## config.mk

```make
export PLATFORM = sky130hd
export DESIGN_NAME = hazard_unit
export DESIGN_NICKNAME = d
export VERILOG_FILES = /design/src/rtl/hazard_unit.sv
export SDC_FILE = /design/constraint.sdc
export NUM_CORES = 1
export LEC_CHECK = 0
export ABC_CLOCK_PERIOD_IN_PS = 2650
export CAP_MARGIN = 20
export CORE_MARGIN = 2
export CORE_UTILIZATION = 30
export CTS_CLUSTER_DIAMETER = 30
export CTS_CLUSTER_SIZE = 30
export DETAILED_ROUTE_END_ITERATION = 6
export GPL_TIMING_DRIVEN = 0
export PLACE_DENSITY = 0.62
export SLEW_MARGIN = 10
export SYNTH_ARGS = -nofsm -noshare
export SYNTH_HDL_FRONTEND = slang
export SYNTH_SLANG_ARGS = --single-unit
```

## constraint.sdc

```tcl
create_clock -name CLOCK -period 2.65 [get_ports CLOCK]
set_clock_uncertainty 0.1 [all_clocks]
set_input_delay 0.53 -clock CLOCK [delete_from_list [all_inputs] [get_ports CLOCK]]
set_output_delay 0.53 -clock CLOCK [all_outputs]
set_load 0.03 [all_outputs]
```

## src/rtl/hazard_unit.sv

```systemverilog
`default_nettype none
// ============================================================================
// Module      : hazard_unit
// Description : Pipeline operand forwarding, load-use / HI-LO busy stall
//               detection, multiply/divide occupancy tracking, stall counter.
// Revision    : 1.0 - initial release
// ============================================================================
module hazard_unit #(
  parameter int MULT_LATENCY = 4,
  parameter int DIV_LATENCY  = 16
) (
  input  logic        CLOCK,
  input  logic        RESET,
  input  logic [4:0]  IFIDRs_IN,
  input  logic [4:0]  IFIDRt_IN,
  input  logic        HiLoUse_IN,
  input  logic [4:0]  IDEXERs_IN,
  input  logic [4:0]  IDEXERt_IN,
  input  logic        IDEXEMemRead_IN,
  input  logic [4:0]  IDEXEWriteReg_IN,
  input  logic        MulDivStart_IN,
  input  logic        IsDiv_IN,
  input  logic        EXEMEMRegWrite_IN,
  input  logic [4:0]  EXEMEMWriteReg_IN,
  input  logic        MEMWBRegWrite_IN,
  input  logic [4:0]  MEMWBWriteReg_IN,
  output logic [1:0]  ForwardRS_OUT,
  output logic [1:0]  ForwardRT_OUT,
  output logic        Stall_OUT,
  output logic        Flush_OUT,
  output logic        MdBusy_OUT,
  output logic [31:0] StallCount_OUT
);

  localparam logic [4:0] c_MULT_LOAD = 5'(MULT_LATENCY - 1);
  localparam logic [4:0] c_DIV_LOAD  = 5'(DIV_LATENCY - 1);

  typedef enum logic [0:0] {
    S_IDLE    = 1'b0,
    S_MD_BUSY = 1'b1
  } state_t;

  state_t      r_state;
  state_t      w_state_nxt;
  logic [4:0]  r_md_count;
  logic [4:0]  w_md_count_nxt;
  logic [31:0] r_stall_cnt;
  logic        w_lu;
  logic        w_mh;

  // EXE/MEM wins over MEM/WB; register 0 is hardwired and never forwarded.
  function automatic logic [1:0] fwd_sel(input logic [4:0] src);
    logic [1:0] sel;
    sel = 2'b00;
    if (EXEMEMRegWrite_IN && (EXEMEMWriteReg_IN != 5'd0) && (EXEMEMWriteReg_IN == src))
      sel = 2'b10;
    else if (MEMWBRegWrite_IN && (MEMWBWriteReg_IN != 5'd0) && (MEMWBWriteReg_IN == src))
      sel = 2'b01;
    return sel;
  endfunction

  always_comb begin
    ForwardRS_OUT = fwd_sel(IDEXERs_IN);
    ForwardRT_OUT = fwd_sel(IDEXERt_IN);
  end

  always_comb begin
    w_lu = IDEXEMemRead_IN && (IDEXEWriteReg_IN != 5'd0) &&
           ((IDEXEWriteReg_IN == IFIDRs_IN) || (IDEXEWriteReg_IN == IFIDRt_IN));
    w_mh = (r_state == S_MD_BUSY) && HiLoUse_IN;
  end

  assign Stall_OUT      = w_lu || w_mh;
  assign Flush_OUT      = w_lu || w_mh;
  assign MdBusy_OUT     = (r_state == S_MD_BUSY);
  assign StallCount_OUT = r_stall_cnt;

  // A new start while busy is ignored so the running operation keeps its count.
  always_comb begin
    w_state_nxt    = r_state;
    w_md_count_nxt = r_md_count;
    case (r_state)
      S_IDLE: begin
        if (MulDivStart_IN) begin
          w_state_nxt    = S_MD_BUSY;
          w_md_count_nxt = IsDiv_IN ? c_DIV_LOAD : c_MULT_LOAD;
        end
      end
      S_MD_BUSY: begin
        if (r_md_count != 5'd0)
          w_md_count_nxt = r_md_count - 5'd1;
        else
          w_state_nxt = S_IDLE;
      end
      default: begin
        w_state_nxt    = S_IDLE;
        w_md_count_nxt = 5'd0;
      end
    endcase
  end

  always_ff @(posedge CLOCK or negedge RESET) begin
    if (!RESET) begin
      r_state     <= S_IDLE;
      r_md_count  <= 5'd0;
      r_stall_cnt <= 32'd0;
    end else begin
      r_state    <= w_state_nxt;
      r_md_count <= w_md_count_nxt;
      if (Stall_OUT && (r_stall_cnt != 32'hFFFF_FFFF))
        r_stall_cnt <= r_stall_cnt + 32'd1;
    end
  end

endmodule
`default_nettype wire
```

* After elaboration in Yosys (flattened, before gate mapping)
Index checks and enable logic that the tools add are counted.
Operators by class: div/mod/pow operators 0, mux-type cells 11, reduce and logical (&&, ||, !) cells 17, shift operators 0, bitwise gates (word level) 1, magnitude comparators 0, multipliers 0, add/subtract/negate cells 2, equal/unequal tests 9
Operators by type and width (count):
- $add 32x1->32 const B | 1
- $ne 32x32->1 const B | 1
- $eq 5x5->1 | 6
- $reduce_bool 5->1 | 4
- $logic_and 1x1->1 | 10
- $mux 5 | 2
- $pmux 5 s2 | 1
- $sub 5x1->5 const B | 1
- $mux 1 | 4
- $mux 2 | 2
- $mux 4 | 1
- $logic_or 1x1->1 | 2
- $ne 2x1->1 const B | 1
- $ne 2x2->1 const B | 1
- $pmux 1 s2 | 1
- $reduce_and 2->1 | 1
- $not 1->1 | 1
Storage, ports and cells: bits in registers 38, input port bits 43, bits in read-only memories 0, bits in latches 0, memories 0, output and inout bits 39, RAM bits 0

* Logic depth before layout (Yosys ltp)
depth after elaboration 5, gate-level depth with buffers 8, gate-level depth less buffers 7

* Least setup slack after synthesis
Ideal clock, no wire load.
kind input-to-output, from in EXEMEMWriteReg_IN[1], to out ForwardRS_OUT[0], cell stages on the path 4, required time 2020 ps, path slack -447 ps, path buffers 0, arrival 2467 ps, path through or4_1 o21ai_0 nor4_1 nor4_1
Between the ends: cells in the longest elaborated chain, start to end 4, elaborated cells on any way between the ends 5, classes of those cells 1 x eq/ne; 1 x mux; 3 x reduce/logical
Ends and longest elaborated chain:
- start: declaration | RTL line 24 | input logic [4:0] EXEMEMWriteReg_IN,
- $reduce_bool 5->1 | RTL line 55 | if (EXEMEMRegWrite_IN && (EXEMEMWriteReg_IN != 5'd0) && (EXEMEMWriteReg_IN == src))
- $logic_and 1x1->1 | RTL line 55
- $logic_and 1x1->1 * | RTL line 55
- $mux 2 * | RTL line 55
- end: declaration | RTL line 27 | output logic [1:0] ForwardRS_OUT,
Every way passes the cells marked *; elsewhere a longest branch is shown, timed or not.

* Final worst setup path
from in EXEMEMWriteReg_IN[3], to out ForwardRS_OUT[0]
Same word-level chain as after synthesis.

==> impl_metrics.yaml <==
placed_design:
  dp_slack_ns: -0.952
  dp_cells: 425
  gp_congestion: 0.756
  io_buffers: 81
  hpwl_um: 4510
floorplan:
  die_x_um: 91.8
  start_util_pct: 30.4
  die_height_um: 91.8
  core_sq_um: 7610
  rows: 32
  io-pin-count: 82
  design.die.area_sq_um: 8420
sta:
  worst_slack_ns: 0.0227
  slew_violations: 0
  worst_slew_pin_slew_ns: 0.455
  tns_ns: 0
  relSlewSlack_pct: 69.7
  rsz0062_at_grt: "true"
  min_period_over_period_pct: 99.1
  min_period_ns: 2.63
  hold_viol: 0
  fmax_ghz: 0.381
  setup_viol: 0
synthesis:
  synth_nets: 286
  synth_area_per_cell_sq_um: 9.59
  ys_types: 38
  yosysMostFrequentCell: "dfrtp_1"
  ys_async_sr_fraction_pct: 100
  syn-cell-area_sq_um: 2310
  synthTopCellsByArea: "dfrtp_1, xnor2_1, xor2_1"
  yosysTopAreaCell: "dfrtp_1"
  netlist.area_leader.share_pct: 41.1
  syn-instance-count: 241
  ys.flop_type: "dfrtp_1"
  ys_ff_latch: 38
  ys_seq_area_share_pct: 41.1
  yosys_warnings: 0
  synthTopCellsByCount: "dfrtp_1, xnor2_1, xor2_1"
  synth_edf_count: 0
pwr:
  power_leakage_nw: 1.42
  power_density_nw_per_um2: 572
  ir_worst_vdd_v: 0.000637
  total_power_mw: 1.97
cts:
  clock_path_buffers: 2
  htree_num_levels: 2
  cts_tree: "built"
  cts_buffers: 5
  cts_sinks: 38
  cts_hold_buf: 0
  root_buffer: "clkbuf_8"
  clock_latency_ns: 0.29
  path_clk_slew_ns: 0.07
drt:
  drt_wl_total_um: 5800
  drtIter0Drc: 75
  dr.pass1.iters: 4
  wl_per_cell_um: 13.3
  avgViaCountPerCell: 4.81
  drc_errors: 0
  postRouteAntennaNets: 0
  via_count: 2094
layout:
  fin_cells: 435
  layout.nets: 377
  fillers: 742
  diodes: 0
  layout-drive-gt1-share_pct: 14.1
  syn_to_final_growth_pct: 49.3
critical_path:
  cp_data_arrival_time_ns: 2.00
  crit_top_cell: "nor4_4"
  crit_path_max_incr_delay_ns: 0.55
  crit_path_top_delay_cell: "or4_4"
  worstPathMaxFanout: 3
  cp_data_required_time_ns: 2.02
  crit_path_cell_trace: "clkdlybuf4s15_2, or4_4, o21ai_4, nor4_4, nor4_4, buf_4"
  worstSetupPathType: "in -> out"
  crit_path_end_kind: "primary output"
  crit_path_start_kind: "input pin"
run:
  cap_violations: 0
grt:
  grt_max_degree: 25
  first_global_vias: 2085
  grt_first_pass_wirelength_um: 9800
  grt_overflow: 0
  antenna_found_initial: 0
  grt_usage_pct: 14.2
run_status:
  outcome: "complete, no violations"
worst_hold_path:
  hp-class: "in -> async"
[per-layer routing]
layer / wire, um / global-route usage [%]
met1: 2720 / 19.3
met2: 2530 / 21.6
met3: 497 / 5.01
met4: 57 / 3.36
met5: 0 / 0
[layout by cell type, fill, tap and decap left out, drive strengths merged]
| master | instances |
|---|---|
| clkinv | 1 |
| clkdlybuf4s50 | 56 |
| nor2b | 3 |
| nor2 | 23 |
| o21ai | 5 |
| xnor2 | 34 |
| dlygate4sd2 | 11 |
| buf | 12 |
| nand4 | 17 |
| mux2 | 3 |
| and3 | 4 |
| o22ai | 1 |
| a211oi | 4 |
| nor4 | 6 |
| nand2 | 21 |
| and2 | 2 |
| or4 | 5 |
| dfrtp | 38 |
| nand4b | 1 |
| clkdlybuf4s15 | 5 |
| inv | 5 |
| a21oi | 1 |
| nand3b | 1 |
| nor3b | 1 |
| clkbuf | 11 |
| dlymetal6s2s | 2 |
| a31oi | 2 |
| a32oi | 1 |
| nor3 | 8 |
| a31o | 1 |
| xor2 | 27 |
| ha | 2 |
| and4 | 1 |
| o21a | 2 |
| nand3 | 14 |
| or2 | 2 |
[state kept, by name, indices dropped and copies added, names as in the netlist]
name            cells
StallCount_OUT     32
r_md_count          5
MdBusy_OUT          1
[worst max-delay path: cells and delay by family]
family,cells,cell delay [ns]
simple gates,3,0.87
compound gates,1,0.19
buf+inv,2,0.41
[metrics by stage]
step	hold slack (ns)	cell area [sq um]	utilization [%]
after detailed placement	0.367	3310	43.5
final	0.0448	3450	45.4
after global routing	0.0587	3450	45.4
after CTS	0.0494	3430	45.1
after floorplan	0.134	2350	-
after global placement	0.387	3290	43.3
[logic make-up (layout without fill, tap and decap cells)]
group	count (synthesis)	in the layout	share of synthesized area (%)
multiplexers	3	3	1.46
flip-flops	38	38	41.1
AND/OR/NAND/NOR	109	109	25.2
AO/OA/AOI/OAI	17	17	5.36
adder cells (fa/ha/maj)	2	2	1.08
XOR/XNOR	61	61	23.1
buffers and inverters	11	103	2.65
[cell type report]
cell class              count  area, sq um  share of cell area, %
repair buffers             84          822                   23.8
plain buffers               6         42.5                   1.23
clock buffers               7         86.3                   2.50
inverters                   5         18.8                  0.544
multi-input cells         192         1400                   40.5
well taps                 102          128                   3.70
clock inverters             1         5.00                  0.145
flip-flops and latches     38          951                   27.6
[where the power goes]
group          internal [mW]  leakage (nW)  switching (mW)  total (mW)
combinational          0.357         0.870           0.413       0.770
sequential             0.678         0.497           0.110       0.788
clock                  0.210        0.0482           0.206       0.417
total                   1.24          1.42           0.730        1.97
[worst paths after layout]
check                                     start            endpoint  slack [ns]  cells past startpoint
max                        EXEMEMWriteReg_IN[3]    ForwardRS_OUT[0]        0.02                      6
min                                       RESET       r_md_count[3]        0.04                      1
max reg2reg                   StallCount_OUT[0]   StallCount_OUT[8]        0.48                      8
min reg2reg                  StallCount_OUT[11]  StallCount_OUT[11]        0.40                      1
max in group asynchronous                 RESET  StallCount_OUT[20]        1.96                      2
min in group CLOCK           StallCount_OUT[11]  StallCount_OUT[11]        0.40                      1
[timing repair]
item                       in CTS  in global routing
gates resized for setup        66                  9
setup endpoints to repair       6                  6
pin swaps                       6                  2
setup buffers                   2                  0
Note: power is estimated with default switching activity, not from simulation.
